`config.mk`:
```
export PLATFORM = sky130hd
export DESIGN_NAME = qp_mem_port_arbiter
export DESIGN_NICKNAME = d
export VERILOG_FILES = /design/src/rtl/qp_arb_pkg.sv /design/src/rtl/rr_arb2.sv /design/src/rtl/qp_mem_port_arbiter.sv
export SDC_FILE = /design/constraint.sdc
export NUM_CORES = 1
export LEC_CHECK = 0
export ABC_CLOCK_PERIOD_IN_PS = 1400
export CAP_MARGIN = 20
export CORE_MARGIN = 3
export CORE_UTILIZATION = 30
export CTS_BUF_LIST = sky130_fd_sc_hd__clkbuf_8 sky130_fd_sc_hd__clkbuf_16
export DETAILED_ROUTE_END_ITERATION = 10
export PLACE_DENSITY_LB_ADDON = 0.1
export SLEW_MARGIN = 25
export SYNTH_ARGS = -nofsm -noshare
export SYNTH_HDL_FRONTEND = slang
export SYNTH_SLANG_ARGS = --single-unit
```
`constraint.sdc`:
```
create_clock -name wb_clk_i -period 1.4 [get_ports wb_clk_i]
set_input_delay 0.14 -clock wb_clk_i [delete_from_list [all_inputs] [get_ports wb_clk_i]]
set_output_delay 0.14 -clock wb_clk_i [all_outputs]
set_load 0.005 [all_outputs]
```
`src/rtl/qp_arb_pkg.sv`:
```
// Shared types and latency constants for the query-patch SRAM port arbiter.
package qp_arb_pkg;

    typedef enum logic {
        OWNER_WBS = 1'b0,
        OWNER_ENG = 1'b1
    } owner_e;

    typedef struct packed {
        logic   valid;
        owner_e owner;
    } tag_t;

    localparam int SRAM_RD_LAT = 1;
    localparam int ARB_LAT     = 2;

endpackage

```
`src/rtl/rr_arb2.sv`:
```
// Two-way round-robin arbiter; index 0 = Wishbone, 1 = engine. mask blocks the engine.
module rr_arb2
    import qp_arb_pkg::*;
(
    input  logic       wb_clk_i,
    input  logic       wb_rst_i,
    input  logic [1:0] req,
    input  logic       mask,
    output logic [1:0] gnt
);

    owner_e     ptr_reg;
    owner_e     ptr_next;
    logic [1:0] req_m;

    always_comb begin
        req_m    = {req[OWNER_ENG] & ~mask, req[OWNER_WBS]};
        gnt      = req_m;
        ptr_next = ptr_reg;
        // The pointer only moves when both sides actually compete.
        if (req_m == 2'b11) begin
            gnt           = 2'b00;
            gnt[ptr_reg]  = 1'b1;
            ptr_next      = (ptr_reg == OWNER_ENG) ? OWNER_WBS : OWNER_ENG;
        end
    end

    always_ff @(posedge wb_clk_i) begin
        if (wb_rst_i) begin
            ptr_reg <= OWNER_ENG;
        end else begin
            ptr_reg <= ptr_next;
        end
    end

endmodule

```
`src/rtl/qp_mem_port_arbiter.sv`:
```
// Shares qp SRAM port 0 between the Wishbone controller and the search engine.
// Optional grant counters are built when QP_ARB_PERF_CNT_EN is defined.
module qp_mem_port_arbiter
    import qp_arb_pkg::*;
#(
    parameter int ADDR_W = 9,
    parameter int DATA_W = 55,
    parameter int CNT_W  = 16
) (
    input  logic              wb_clk_i,
    input  logic              wb_rst_i,
    input  logic              wbs_mode,
    input  logic              wbs_req,
    input  logic              wbs_we,
    input  logic [ADDR_W-1:0] wbs_addr,
    input  logic [DATA_W-1:0] wbs_wdata,
    output logic              wbs_gnt,
    output logic              wbs_rvalid,
    output logic [DATA_W-1:0] wbs_rdata,
    input  logic              eng_req,
    input  logic              eng_we,
    input  logic [ADDR_W-1:0] eng_addr,
    input  logic [DATA_W-1:0] eng_wdata,
    output logic              eng_gnt,
    output logic              eng_rvalid,
    output logic [DATA_W-1:0] eng_rdata,
    output logic              mem_csb0,
    output logic              mem_web0,
    output logic [ADDR_W-1:0] mem_addr0,
    output logic [DATA_W-1:0] mem_wdata0,
    input  logic [DATA_W-1:0] mem_rdata0,
    output logic [CNT_W-1:0]  wbs_gnt_cnt,
    output logic [CNT_W-1:0]  eng_gnt_cnt
);

    logic [1:0]              req_vec;
    logic [1:0]              gnt_vec;
    logic                    granted;
    logic                    sel_eng;
    logic                    sel_we;
    logic [ADDR_W-1:0]       sel_addr;
    logic [DATA_W-1:0]       sel_wdata;
    logic                    csb_reg;
    logic                    web_reg;
    logic [ADDR_W-1:0]       addr_reg;
    logic [DATA_W-1:0]       wdata_reg;
    tag_t                    tag_reg [ARB_LAT];
    logic [1:0]              rvalid_vec;
    logic [1:0][DATA_W-1:0]  rdata_vec;

    // Grants are suppressed while in reset so the SRAM goes idle cleanly.
    assign req_vec[OWNER_WBS] = wbs_req & ~wb_rst_i;
    assign req_vec[OWNER_ENG] = eng_req & ~wb_rst_i;

    rr_arb2 u_arb (
        .wb_clk_i (wb_clk_i),
        .wb_rst_i (wb_rst_i),
        .req      (req_vec),
        .mask     (wbs_mode),
        .gnt      (gnt_vec)
    );

    assign wbs_gnt   = gnt_vec[OWNER_WBS];
    assign eng_gnt   = gnt_vec[OWNER_ENG];
    assign granted   = |gnt_vec;
    assign sel_eng   = gnt_vec[OWNER_ENG];
    assign sel_we    = sel_eng ? eng_we    : wbs_we;
    assign sel_addr  = sel_eng ? eng_addr  : wbs_addr;
    assign sel_wdata = sel_eng ? eng_wdata : wbs_wdata;

    always_ff @(posedge wb_clk_i) begin
        if (wb_rst_i) begin
            csb_reg   <= 1'b1;
            web_reg   <= 1'b1;
            addr_reg  <= '0;
            wdata_reg <= '0;
        end else begin
            csb_reg <= ~granted;
            web_reg <= ~(granted & sel_we);
            if (granted) begin
                addr_reg  <= sel_addr;
                wdata_reg <= sel_wdata;
            end
        end
    end

    assign mem_csb0   = csb_reg;
    assign mem_web0   = web_reg;
    assign mem_addr0  = addr_reg;
    assign mem_wdata0 = wdata_reg;

    // Stage 0 lines up with the access cycle, the last stage with valid SRAM data.
    always_ff @(posedge wb_clk_i) begin
        if (wb_rst_i) begin
            for (int i = 0; i < ARB_LAT; i++) begin
                tag_reg[i] <= '{valid: 1'b0, owner: OWNER_WBS};
            end
        end else begin
            tag_reg[0] <= '{valid: granted & ~sel_we, owner: owner_e'(sel_eng)};
            for (int i = 1; i < ARB_LAT; i++) begin
                tag_reg[i] <= tag_reg[i-1];
            end
        end
    end

    for (genvar gi = 0; gi < 2; gi++) begin : g_ret
        logic              hit;
        logic              rvalid_reg;
        logic [DATA_W-1:0] rdata_reg;

        assign hit = tag_reg[ARB_LAT-1].valid &&
                     (tag_reg[ARB_LAT-1].owner == ((gi == 1) ? OWNER_ENG : OWNER_WBS));

        always_ff @(posedge wb_clk_i) begin
            if (wb_rst_i) begin
                rvalid_reg <= 1'b0;
                rdata_reg  <= '0;
            end else begin
                rvalid_reg <= hit;
                if (hit) begin
                    rdata_reg <= mem_rdata0;
                end
            end
        end

        assign rvalid_vec[gi] = rvalid_reg;
        assign rdata_vec[gi]  = rdata_reg;
    end

    assign wbs_rvalid = rvalid_vec[OWNER_WBS];
    assign eng_rvalid = rvalid_vec[OWNER_ENG];
    assign wbs_rdata  = rdata_vec[OWNER_WBS];
    assign eng_rdata  = rdata_vec[OWNER_ENG];

`ifdef QP_ARB_PERF_CNT_EN
    logic [1:0][CNT_W-1:0] cnt_vec;

    for (genvar gi = 0; gi < 2; gi++) begin : g_cnt
        logic [CNT_W-1:0] cnt_reg;

        always_ff @(posedge wb_clk_i) begin
            if (wb_rst_i) begin
                cnt_reg <= '0;
            end else if (gnt_vec[gi] && !(&cnt_reg)) begin
                cnt_reg <= cnt_reg + 1'b1;
            end
        end

        assign cnt_vec[gi] = cnt_reg;
    end

    assign wbs_gnt_cnt = cnt_vec[OWNER_WBS];
    assign eng_gnt_cnt = cnt_vec[OWNER_ENG];
`else
    assign wbs_gnt_cnt = '0;
    assign eng_gnt_cnt = '0;
`endif

endmodule
```
### Word level (Yosys, flattened, before mapping)

Memories as Yosys holds them, arrays and structs flattened.
Cells that the tools add are included.

| word-level totals | value |
|---|---|
| word-level logic and storage cells | 42 |
| output and inout bits | 212 |
| bits in writable memories | 4 |
| memories kept | 1 |
| bits in registers | 179 |
| input port bits | 190 |

Memories:

| name | words | bits a word | rd ports | clocked after Yosys merged registers in | write ports | line | text |
|---|---|---|---|---|---|---|---|
| tag_reg | 2 | 2 | 2 | 0 | 2 | qp_mem_port_arbiter.sv:47 | `tag_t tag_reg [ARB_LAT];` |

| operators by class | value |
|---|---|
| bitwise logic cells | 13 |
| equal/unequal tests | 1 |
| magnitude comparators | 2 |
| muxes and demuxes | 12 |
| reduce and logical (&&, ||, !) cells | 4 |

Operator list:

| cell | number |
|---|---|
| $mux W55 | 1 |
| $mux W9 | 1 |
| $mux W1 | 6 |
| $mux W2 | 3 |
| $not A1 Y1 | 6 |
| $and A1 B1 Y1 | 5 |
| $logic_and A1 B1 Y1 | 3 |
| $eq A2 B2 Y1 const B | 1 |
| $lt A1 B2 Y1 const B | 1 |
| $or A1 B1 Y1 | 2 |
| $reduce_or A2 Y1 | 1 |
| $demux W1 S1 | 1 |
| $ge A1 B1 Y1 const B | 1 |

### Logic depth before layout (Yosys ltp)

Gate-level depths: netlist of the first run.

| depth | value |
|---|---|
| word-level depth | 9 |
| mapped depth | 6 |
| depth with buffers taken out | 4 |

### By module

From an unflattened synthesis of the first run, not the netlist that was laid out.

| second synthesis, totals | value |
|---|---|
| cells, all modules | 824 |
| area, all modules | 7367.1 um^2 |

Modules (own cells, without submodules):

| module | area an instance (um^2) | times used | cells each |
|---|---|---|---|
| qp_mem_port_arbiter | 7294.5 | 1 | 815 |
| rr_arb2 | 72.6 | 1 | 9 |

### Least setup slack after synthesis of the first run

Ideal clock, no wire load.

| timing path | value |
|---|---|
| path kind | reg2reg |
| start point | register u_arb.ptr_reg |
| end point | register wdata_reg[14] (netlist: mem_wdata0[14]) |
| path slack | 0.227 ns |
| required time | 1.272 ns |
| setup time | 0.128 ns |
| arrival time | 1.045 ns |
| stages on the path, launching flop included | 6 |
| cell sequence | dfxtp_1 -> o21ai_2 -> buf_8 -> buf_8 -> mux2i_1 -> o21ai_1 |

| on the way | value |
|---|---|
| word-level cells in the longest chain between the ends | 6 |
| elaborated cells on any way between the ends | 8 |

RTL lines:

| item | line | text |
|---|---|---|
| start, declared | rr_arb2.sv:12 | `owner_e ptr_reg;` |
| start signal, assigned | rr_arb2.sv:32 | `ptr_reg <= ptr_next;` |
| $lt A1 B2 Y1 (implied by the code) or $ge A1 B1 Y1 (tied branches) | rr_arb2.sv:23 | `gnt[ptr_reg] = 1'b1;` |
| $logic_and A1 B1 Y1 (implied by the code) | rr_arb2.sv:23 |  |
| $mux W1 (implied by the code) | rr_arb2.sv:23 |  |
| $demux W1 S1 * | - |  |
| $mux W2 * | rr_arb2.sv:21 | `if (req_m == 2'b11) begin` |
| $mux W55 or $reduce_or A2 Y1 (tied branches) | qp_mem_port_arbiter.sv:69, qp_mem_port_arbiter.sv:65 |  |
| end signal, assigned | qp_mem_port_arbiter.sv:82 | `wdata_reg <= sel_wdata;` |
| end, declared | qp_mem_port_arbiter.sv:46 | `logic [DATA_W-1:0] wdata_reg;` |

Mark *: on every way between the ends. The rest lies on a longest branch, timed or not.
A chain may end at the register's enable or synchronous reset.

### Worst setup path after layout of the first run

| timing path | value |
|---|---|
| start point | register u_arb.ptr_reg |
| end point | register wdata_reg[31] (netlist: mem_wdata0[31]) |

Same word-level chain as after synthesis.

==> metrics, run 1 <==
kind of critical path=reg2reg; Port Buffers=369; Int Power=9.28 mW; Layout area overhead=64.3%; die height=162 um; Cell Rows=56; outcome=complete, but fails checks; cell area power density=1040 nW/um^2; I/O pins=402; net load switching power=3.11 mW; # setup viols final=8; cell accounting for the most synthesized area=dfxtp_1; Clk Tree Root Cell=clkbuf_16; DR vias=6783; Avg Cell Area, Syn=8.81 sq um; VDD IR-drop max=0.569 mV; CP Max Fanout=9; core area=23700 sq um; sequential power share=44.8%; Nets=1379; CP Capture Type=flip-flop; synth warn=0; H-tree Lvls=4; Hold Path Class=in2reg; Clk Latency, worst-skew pair=0.42 ns; Post-synth EDFFs=0; DRT Pass-1 Iters=4; Synth Flop Type=dfxtp_1; antenna viol nets, final=0; GR Overflow Total=0; vias per cell=4.46; starting density of the core=30.7%; top cell type's share of synthesized area=50.4%; WL/cell=16.4 um; combinational share of power=14.4%; chip width=162 um; CP most frequent cell=buf_12; CP required=1.70 ns; RSZ-0062 raised after global routing=yes; global-route wire length before repair=37200 um; die area=26200 sq um; Crit path largest cell delay=0.37 ns; delay-heaviest family, CP=buffers and inverters; Startpoint Class=flip-flop; violated checks=negative setup slack; Final Max Tran Viols=0; skew final=0.0130 ns; Leak Pwr=5.35 nW; Net Sw Frac=25.1%; CP arrival=1.72 ns; cts bufs inserted=17; Clk pin slew, worst setup/hold paths=0.07 ns; final instance area=12000 sq um; crit path buf inv count=3; MaxCap Viol Count=0; final hold vios=0; Max Buffers Root-to-Sink=2; fin crit share=102%; GPL Wtd Cong=0.745; Synth Register Bits=183; Pwr Total=12.4 mW; critical-path cell list=buf_6 > o21ai_4 > buf_12 > buf_12 > mux2i_2 > o21ai_1; clock network power share=40.8%; Final HPWL DP=17400 um; Post-Syn Instances=826; Netlist cell types=27; TritonCTS clock tree=done; slowest cell on the critical path=dfxtp_4; largest net degree at the start of global routing=94; FFs w/ async S/R, synth=0%; Final min period=1.42 ns; dpl cell area=11300 sq um; 1st-iter DRT viols=350; mapped cell area=7270 sq um; top cells by area, synth=dfxtp_1 50%, nand2_1 11%, mux2i_1 8.9%, a21oi_1 7.6%, nand3b_1 6.6%; initial antenna violation count=1; Routed WL=24900 um; vias in the first global route=6486; GRT Total Usage=18.0%; share of layout cells above drive strength 1=9.65%; CTS Sinks=183; final setup margin=-0.0227 ns; sequential fraction of the synthesis area=50.4%; Max Clock Freq=703 MHz; # DRC=0
## tightest hold or removal path, cell delays in order
cell,delay (ns)
buf_4,0.17
a21o_4,0.20
nor2b_1,0.06
## area by class of cell
class | instances | area (sq um)
Sequential cell | 183 | 3690
Antenna cell | 1 | 2.50
Timing Repair Buffer | 410 | 4060
Fill cell | 2410 | 11700
Clock inverter | 14 | 175
Multi-Input combinational cell | 576 | 3180
Clock buffer | 18 | 439
Tap cell | 319 | 399
Inverter | 1 | 3.75
## cells in the final DEF (no fill, tap or decap), types with 2 or more instances in the layout
| cell | n |
|---|---|
| dlygate4sd2_1 | 176 |
| nor2_1 | 2 |
| dfxtp_1 | 163 |
| dlymetal6s2s_1 | 2 |
| buf_12 | 14 |
| nand3b_1 | 64 |
| mux2i_2 | 9 |
| clkbuf_16 | 21 |
| dfxtp_2 | 19 |
| buf_4 | 17 |
| conb_1 | 32 |
| mux2i_1 | 55 |
| clkbuf_2 | 2 |
| a21oi_1 | 110 |
| inv_8 | 3 |
| nor2b_4 | 2 |
| bufinv_16 | 2 |
| nand2_1 | 221 |
| clkdlybuf4s50_1 | 188 |
| buf_6 | 5 |
| inv_6 | 5 |
| o21ai_1 | 64 |
| nor2b_1 | 3 |
## stage by stage
step / util (%) / hold WS, ns / setup WS [ns] / std cells / TNS, ns
after global routing: 50.5 / 0.210 / -0.0709 / 1522 / -2.54
final: 50.5 / 0.202 / -0.0227 / 1522 / -0.105
after floorplan: - / 0.276 / 0.227 / 857 / 0
after detailed placement: 47.7 / 0.430 / -0.333 / 1478 / -18.66
after global placement: 47.7 / 0.427 / -0.345 / 1478 / -18.22
after CTS: 49.7 / 0.158 / -0.0897 / 1515 / -0.303
## cells by family after synthesis
family          after synthesis  synth area share (%)
flops                       183                  50.4
compound gates              177                  12.4
other cells                   1                0.0516
xor+xnor                      1                 0.120
simple gates                301                  19.5
buf+inv                      98                  8.65
mux                          65                  8.94
## cell usage after synthesis (2+ instances only)
cell type  instances
mux2i_1           65
buf_8              7
nand2b_1           2
nor2b_1            5
buf_2             38
buf_6              2
dfxtp_1          183
nand2_1          222
clkbuf_1          17
a21oi_1          110
nor2_1             2
buf_4             32
o21ai_1           64
nand3b_1          64
## repair_timing
action | in CTS | in global routing
setup endpoints to repair | 178 | 6
hold buffers | 1 | 0
pin swaps | 1 | 5
endpoints found under the hold margin | 2 | 0
setup buffers | 4 | 3
resized for setup | 204 | 23
gates cloned | 0 | 4
## per-layer routing
metal  global-route usage (%)  part of all wire, %  vias to the layer above
met5                        0                    0                        -
met4                     5.00                  1.4                        0
met3                     7.40                  9.4                       21
met2                     29.8                   48                      248
met1                     21.7                   42                     3101
li1                         -                    -                     3413
## worst paths after layout
kind,start,to,slack (ns),cells past startpoint
worst min-delay path,wb_rst_i,tag_reg[0][1],0.20,3
worst max register to register,u_arb.ptr_reg,mem_wdata0[31],-0.02,6
worst max-delay path,u_arb.ptr_reg,mem_wdata0[31],-0.02,6
worst min register to register,tag_reg[0][0],tag_reg[0][2],0.44,1
## power groups by stage
stage / Sequential, mW / Combinational, mW / Clock [mW]
after floorplan: 5.69 / 0.673 / 0
final: 5.55 / 1.79 / 5.05
after global placement: 5.67 / 1.87 / 0
after global routing: 5.59 / 1.94 / 5.46
after detailed placement: 5.68 / 1.87 / 0
after CTS: 5.55 / 1.73 / 5.23
(Power assumes the default switching activity.)
==> run 2: changes to the inputs <==
GPL_ROUTABILITY_DRIVEN = 0   (was unset)
==> results of run 2 <==
Final layout, timing and power as in run 1 (identical DEF).
==> run 3: changes to the inputs <==
CELL_PAD_IN_SITES_DETAIL_PLACEMENT = 1   (was unset)
CELL_PAD_IN_SITES_GLOBAL_PLACEMENT = 1   (was unset)
CORE_UTILIZATION = 27   (was 30)
==> metrics, run 3 (same netlist as run 1, synthesis figures left out) <==
outcome=complete, no violations; CP Max Fanout=14; Leak Pwr=5.29 nW; GRT Total Usage=17.8%; CTS Sinks=183; Layout area overhead=62.3%; die area=28900 sq um; chip width=170 um; largest net degree at the start of global routing=93; Clk Latency, worst-skew pair=0.43 ns; Clk pin slew, worst setup/hold paths=0.08 ns; core area=26300 sq um; multi-input logic area=3140 sq um; I/O pins=402; Startpoint Class=flip-flop; fin crit share=95.0%; Filler cells=3075; cell area power density=1050 nW/um^2; global-route wire length before repair=40200 um; Layout Utilization=44.9%; Final min period=1.33 ns; cts bufs inserted=17; most frequent cells in the layout=221 x nand2_1, 188 x clkdlybuf4s50_1, 178 x dlygate4sd2_1; # DRC=0; RSZ-0062 raised after global routing=no; CP arrival=1.65 ns; Max Buffers Root-to-Sink=2; # setup viols final=0; most common cell after layout, fill and taps aside=nand2_1; hold buffers post-CTS=0; die height=170 um; vias in the first global route=6928; starting density of the core=27.7%; Hold Path Class=in2reg; Reg2Reg Depth=5; Worst R2R Setup Slack=0.07 ns; MaxCap Viol Count=0; DRT Pass-1 Iters=4; critical path startpoint=u_arb.ptr_reg; Port Buffers=369; kind of critical path=reg2reg; Final Max Tran Viols=0; WL/cell=17.6 um; initial antenna violation count=1; DR vias=6853; share of layout cells above drive strength 1=9.29%; reg2reg start=u_arb.ptr_reg; Cell Rows=59; antenna viol nets, final=0; 1st-iter DRT viols=364; Routed WL=26900 um; skew final=0.0165 ns; vias per cell=4.48; Pwr Total=12.3 mW; GR Overflow Total=0; Clk Tree Root Cell=clkbuf_16; Critical R2R Capture=mem_wdata0[25]; Nets=1372; dpl cell area=11300 sq um; Max Clock Freq=752 MHz; CP required=1.72 ns; Post-Route Setup TNS=0 ns; final hold vios=0; VDD IR-drop max=0.661 mV; Final HPWL DP=19400 um; crit path to=mem_wdata0[25]; final instance area=11800 sq um; Reg area=3710 sq um; H-tree Lvls=4; TritonCTS clock tree=done; CP Capture Type=flip-flop
## run 3: changes by cell type in the layout (fill, tap and decap cells not counted), sizes merged
| cell | previous run | this run |
|---|---|---|
| clkbuf | 24 | 17 |
| clkinvlp | 1 | 2 |
| dlymetal6s2s | 2 | 0 |
| dlygate4sd3 | 1 | 0 |
| dlygate4sd2 | 176 | 178 |
## run 3: worst max-delay path: stages (launching register included)
cell     delay [ns]
dfxtp_4        0.38
o21ai_4        0.21
buf_4          0.17
buf_12         0.16
mux2i_1        0.23
o21ai_1        0.07
## run 3: how the worst min path moves through the flow
stage,from,endpoint,slack (ns),depth (start not counted)
floorplan,mem_rdata0[0],eng_rdata[0],0.28,2
global placement,tag_reg[0][0],tag_reg[0][2],0.43,1
detailed placement,tag_reg[0][1],tag_reg[0][3],0.42,1
CTS,mem_rdata0[39],eng_rdata[39],0.25,3
global route,mem_rdata0[48],eng_rdata[48],0.28,3
finish,mem_rdata0[41],wbs_rdata[41],0.27,3
## run 3: layout make-up
class                           count  share of cell area (%)
Timing Repair Buffer              403                    33.3
Clock inverter                     15                    1.58
Multi-Input combinational cell    576                    26.6
Antenna cell                        1                  0.0212
Clock buffer                       17                    3.60
Tap cell                          335                    3.55
Sequential cell                   183                    31.4
Inverter                            1                  0.0318
## run 3: where the power goes
part | leakage, nW | switching, mW | internal (mW) | total [mW]
registers | 1.51 | 0.116 | 5.44 | 5.56
clock network | 0.296 | 2.34 | 2.72 | 5.06
logic | 3.49 | 0.706 | 1.03 | 1.74
## run 3: stage by stage
step                std cells  setup WS [ns]  hold WS (ns)
finish                   1531         0.0704         0.272
global route             1531        0.00268         0.277
CTS                      1528         0.0175         0.252
detailed placement       1495         -0.342         0.425
global placement         1495         -0.339         0.427
floorplan                 857          0.227         0.276
## run 3: what timing repair did
action / in CTS / in global routing
setup buffers: 1 / 2
gates resized for setup: 220 / 3
pin swaps: 1 / 2
setup endpoints to repair: 180 / 7
## run 3: routing by layer
| layer | global-route usage, % | vias up | routed length, um |
|---|---|---|---|
| met4 | 4.27 | 0 | 343 |
| met1 | 21.2 | 3195 | 11100 |
| met5 | 0 | - | 0 |
| li1 | - | 3401 | - |
| met2 | 29.9 | 239 | 12900 |
| met3 | 7.36 | 18 | 2550 |
